[config.mk]
export PLATFORM = sky130hd
export DESIGN_NAME = hilo_mul_sequencer
export DESIGN_NICKNAME = d
export VERILOG_FILES = /design/src/rtl/hilo_mul_sequencer.sv
export SDC_FILE = /design/constraint.sdc
export NUM_CORES = 1
export LEC_CHECK = 0
export CAP_MARGIN = 20
export CORE_MARGIN = 2
export CORE_UTILIZATION = 50
export CTS_CLUSTER_DIAMETER = 150
export CTS_CLUSTER_SIZE = 14
export DETAILED_ROUTE_END_ITERATION = 10
export PLACE_DENSITY = 0.81
export SLEW_MARGIN = 40
export SYNTH_ARGS = -nofsm -noshare
export SYNTH_HDL_FRONTEND = slang
export SYNTH_SLANG_ARGS = --single-unit
[constraint.sdc]
create_clock -name clk -period 10.9 [get_ports clk]
set_clock_uncertainty 0.1 [all_clocks]
set_input_delay 2.18 -clock clk [delete_from_list [all_inputs] [get_ports clk]]
set_output_delay 2.18 -clock clk [all_outputs]
set_load 0.01 [all_outputs]
[src/rtl/hilo_mul_sequencer.sv]
// HI/LO multiply sequencer: 32x32 radix-2 shift-add multiplier with optional
// accumulate into the 64-bit HI/LO pair, plus direct HI/LO writes.
module hilo_mul_sequencer (
    input  logic        clk,
    input  logic        rst,
    input  logic        start,
    input  logic [1:0]  op,
    input  logic [31:0] rs_val,
    input  logic [31:0] rt_val,
    input  logic        mthi,
    input  logic        mtlo,
    output logic [31:0] hi,
    output logic [31:0] lo,
    output logic        busy,
    output logic        done
);

    // state | meaning
    // IDLE  | waiting for start; mthi/mtlo accepted here only
    // CALC  | 32 shift-add steps on operand magnitudes
    // SIGN  | apply two's complement when result sign is negative
    // WRITE | load or accumulate product into HI/LO, pulse done
    typedef enum logic [1:0] {IDLE, CALC, SIGN, WRITE} state_t;

    state_t      state_q;
    logic        acc_q;
    logic        neg_q;
    logic [31:0] mcand_q;
    logic [31:0] mplier_q;
    logic [63:0] prod_q;
    logic [4:0]  cnt_q;
    logic [31:0] hi_q;
    logic [31:0] lo_q;
    logic        busy_q;
    logic        done_q;

    logic        signed_op;
    logic [31:0] rs_mag;
    logic [31:0] rt_mag;
    logic [63:0] prod_add_d;
    logic [63:0] hilo_sum_d;

    // Negating 0x80000000 yields 0x80000000, which is the correct unsigned magnitude.
    assign signed_op  = ~op[0];
    assign rs_mag     = (signed_op && rs_val[31]) ? (~rs_val + 32'd1) : rs_val;
    assign rt_mag     = (signed_op && rt_val[31]) ? (~rt_val + 32'd1) : rt_val;
    assign prod_add_d = mplier_q[cnt_q] ? ({32'd0, mcand_q} << cnt_q) : 64'd0;
    assign hilo_sum_d = {hi_q, lo_q} + prod_q;

    always_ff @(posedge clk) begin
        if (rst) begin
            state_q  <= IDLE;
            acc_q    <= 1'b0;
            neg_q    <= 1'b0;
            mcand_q  <= 32'd0;
            mplier_q <= 32'd0;
            prod_q   <= 64'd0;
            cnt_q    <= 5'd0;
            hi_q     <= 32'd0;
            lo_q     <= 32'd0;
            busy_q   <= 1'b0;
            done_q   <= 1'b0;
        end else begin
            done_q <= 1'b0;
            case (state_q)
                IDLE: begin
                    if (mthi) hi_q <= rs_val;
                    if (mtlo) lo_q <= rs_val;
                    if (start) begin
                        acc_q    <= op[1];
                        neg_q    <= signed_op & (rs_val[31] ^ rt_val[31]);
                        mcand_q  <= rs_mag;
                        mplier_q <= rt_mag;
                        prod_q   <= 64'd0;
                        cnt_q    <= 5'd0;
                        busy_q   <= 1'b1;
                        state_q  <= CALC;
                    end
                end
                CALC: begin
                    prod_q <= prod_q + prod_add_d;
                    cnt_q  <= cnt_q + 5'd1;
                    if (cnt_q == 5'd31) state_q <= SIGN;
                end
                SIGN: begin
                    if (neg_q) prod_q <= ~prod_q + 64'd1;
                    state_q <= WRITE;
                end
                WRITE: begin
                    if (acc_q) {hi_q, lo_q} <= hilo_sum_d;
                    else       {hi_q, lo_q} <= prod_q;
                    done_q  <= 1'b1;
                    busy_q  <= 1'b0;
                    state_q <= IDLE;
                end
                default: state_q <= IDLE;
            endcase
        end
    end

    assign hi   = hi_q;
    assign lo   = lo_q;
    assign busy = busy_q;
    assign done = done_q;

endmodule

==> impl_metrics.json <==
{
  "outcome": "finished, final reports clean",
  "antenna_found_initial": 4,
  "timing.final.crit_period_ps": 6380,
  "syn_inst": 2888,
  "p_leak_nw": 9.07,
  "cp-end-kind": "register",
  "clkSlewWorstSetupHoldPaths_ps": 80,
  "hold_viol": 0,
  "num_io_pins": 137,
  "crit_fanout": 49,
  "avgSynthCellArea_um2": 7.19,
  "clock.fmax_mhz": 157,
  "power.density_nw_per_um2": 151,
  "slowest_delay_ps": 580,
  "yosys-top-cells-area": "dfxtp_1, ha_1, nor2_1",
  "maxCapViolCount": 0,
  "synthDominantCellAreaShare_pct": 19.6,
  "final_net_count": 3106,
  "rsz0062_at_grt": "no",
  "peakVddDrop_v": 0.000147,
  "cts_setup_buffers": 0,
  "portBuffers": 136,
  "viasPerCell": 6.66,
  "ys_seq_area_share_pct": 19.6,
  "layout-drive-gt1-share_pct": 5.76,
  "grt_usage_pct": 37.6,
  "overflow": 0,
  "grt_pass1_wl_um": 127000,
  "cts_buffers": 18,
  "ctsLongestPathBuffers": 3,
  "relSlewSlack_pct": 32.5,
  "ant_nets": 0,
  "die_w_um": 208,
  "async_reset_ff_share_pct": 0,
  "synth_top_flop_cell": "dfxtp_1",
  "hpwl_um": 65900,
  "crit_required_ps": 11200,
  "wl_per_cell_um": 24.8,
  "setup_tns_ps": 0,
  "critical_path_class": "reg -> reg",
  "vias": 22900,
  "rows": 74,
  "syn-num-nets": 3096,
  "drc": 0,
  "dieArea_um2": 43200,
  "postLayoutCoreUtil_pct": 56.1,
  "grt_pass1_vias": 21200,
  "yosys.area.top_type": "dfxtp_1",
  "final_cell_mix": "nor2_1, a21oi_1, nand2_1",
  "grt_start_max_net_pins": 93,
  "tightest_slew_ps": 1010,
  "fin_crit_sh_pct": 58.6,
  "drtIter0Drc": 2409,
  "initial_core_util_pct": 50.7,
  "cts-resized-gates": 0,
  "ctsHoldBuffers": 0,
  "drt-total-wl_um": 85300,
  "final_common_cell": "nor2_1",
  "die_y_um": 208,
  "synth_area_um2": 20800,
  "cts_tree": "yes",
  "fillCellCount": 3961,
  "synth-seq-cells": 203,
  "synth_edf_count": 0,
  "drv_slew": 0,
  "cts.sinks": 203,
  "slowest_stage": "mux4_2",
  "place_inst": 3410,
  "clkLatencyLatePin_ps": 540,
  "hold_class": "reg -> reg",
  "critPathLaunchType": "register",
  "drt_pass1_iterations": 6,
  "coreArea_um2": 40900,
  "setup_violations": 0,
  "path_cells": "buf_4 -> mux4_2 -> mux4_2 -> nand2_1 -> and2_0 -> buf_4 -> nor2_1 -> ha_1 -> nand2_1 -> o21ai_0 -> nor4_1 -> a21oi_1 -> nand3_1 -> o21ai_1 -> a31oi_1 -> o31a_1 -> o21ai_1 -> xnor2_1 -> o221ai_1",
  "syn_to_final_growth_pct": 10.5,
  "synth.distinct_cells": 94,
  "globalplace.congestion": 0.992,
  "clock-root-buffer": "clkbuf_16",
  "htreeDepth": 1,
  "cp.arrival_ps": 6680,
  "fin_cells": 3433,
  "yosys_warnings": 0
}
## per-stage QoR
stage / hold slack [ps] / total power (W) / setup slack [ps] / instance area [um^2]
2_1_floorplan: 333 / 0.00214 / 5730 / 20800
6_report: 360 / 0.00347 / 4520 / 23000
3_3_place_gp: 348 / 0.00277 / 4430 / 22400
3_5_place_dp: 349 / 0.00281 / 4620 / 22500
5_1_grt: 386 / 0.00364 / 4100 / 22900
4_1_cts: 358 / 0.00344 / 4590 / 22900
## flip-flops by register name, summed over array words and instances, names as in the netlist
name / cells
acc_q: 1
busy: 1
cnt_q: 5
done: 1
hi: 32
lo: 32
mcand_q: 32
mplier_q: 32
neg_q: 1
prod_q: 64
state_q: 2
## logic make-up (layout without fill, tap and decap cells)
logic type               count (synthesis)  in the layout  share of synthesized area, %
AND/OR/NAND/NOR                       1031           1031                          23.0
flip-flops                             203            203                          19.6
multiplexers                            94             94                          6.40
buffers and inverters                  252            263                          4.63
adder cells (fa/ha/maj)                137            137                          8.33
XOR/XNOR                               179            179                          7.55
AO/OA/AOI/OAI                          992            992                          30.5
other                                    0              2                             0
## worst max-delay path: cells and delay by family (launching register included)
kind	cells	cell delay, ps
mux	2	1060
buf+inv	2	890
simple gates	6	1110
xor+xnor	1	140
compound gates	7	2130
flops	1	360
fa+ha+maj	1	400
## final cells by class
class                      count  area [um^2]  share of cell area [%]
timing repair buffer         169         1650                    7.17
antenna                        2         5.00                  0.0218
multi-input combinational   2433        15800                    68.8
inverter                      73          274                    1.19
tap                          532          666                    2.90
sequential                   203         4070                    17.7
clock inverter                 1         8.76                  0.0382
clock buffer                  20          479                    2.09
## where the power goes
| part | internal, W | total, W | switching (W) |
|---|---|---|---|
| Clock | 0.000311 | 0.000625 | 0.000314 |
| Combinational | 0.000655 | 0.00182 | 0.00117 |
| Sequential | 0.000880 | 0.00102 | 0.000142 |
| Total | 0.00185 | 0.00347 | 0.00163 |
## worst paths after layout
path	startpoint	endpoint	slack, ps	depth (start not counted)
setup / recovery	cnt_q[0]$_SDFFE_PP0P_	prod_q[61]$_SDFFE_PP0P_	4520	19
hold / removal	mplier_q[31]$_SDFFE_PP0P_	mplier_q[31]$_SDFFE_PP0P_	360	2
hold reg to reg	mplier_q[31]$_SDFFE_PP0P_	mplier_q[31]$_SDFFE_PP0P_	360	2
setup reg to reg	cnt_q[0]$_SDFFE_PP0P_	prod_q[61]$_SDFFE_PP0P_	4520	19
## cell usage after synthesis, types with 11 or more instances
library cell	number
mux2i_1	44
inv_1	71
nand3_1	35
a21oi_1	287
nor2_1	415
o21ai_1	15
a311oi_1	13
dfxtp_1	203
mux4_2	29
a221oi_1	14
o221ai_1	16
o21bai_1	26
and3_1	12
xor2_1	78
nand2_1	271
xnor2_1	101
nand4_1	41
or4_1	11
nor3_1	82
a31oi_1	28
mux2_2	21
clkbuf_1	149
a32oi_1	11
o31ai_1	24
nor2b_1	31
o21a_1	11
o211ai_1	25
nor4_1	15
ha_1	135
buf_1	19
a21o_1	79
a22oi_1	43
a211oi_1	107
o21ai_0	209
nand2b_1	27
or3_1	29
## metal layers
| layer | part of all wire (%) | up-vias | wire (um) | GRT usage, % |
|---|---|---|---|---|
| met5 | 0.0094 | - | 8 | 0 |
| met4 | 6.5 | 2 | 5540 | 21.0 |
| met3 | 7.7 | 210 | 6570 | 4.72 |
| met2 | 45 | 1092 | 38500 | 61.1 |
| met1 | 41 | 10900 | 34600 | 48.3 |
| li1 | - | 10600 | - | - |
Note: power is estimated with default switching activity, not from simulation.
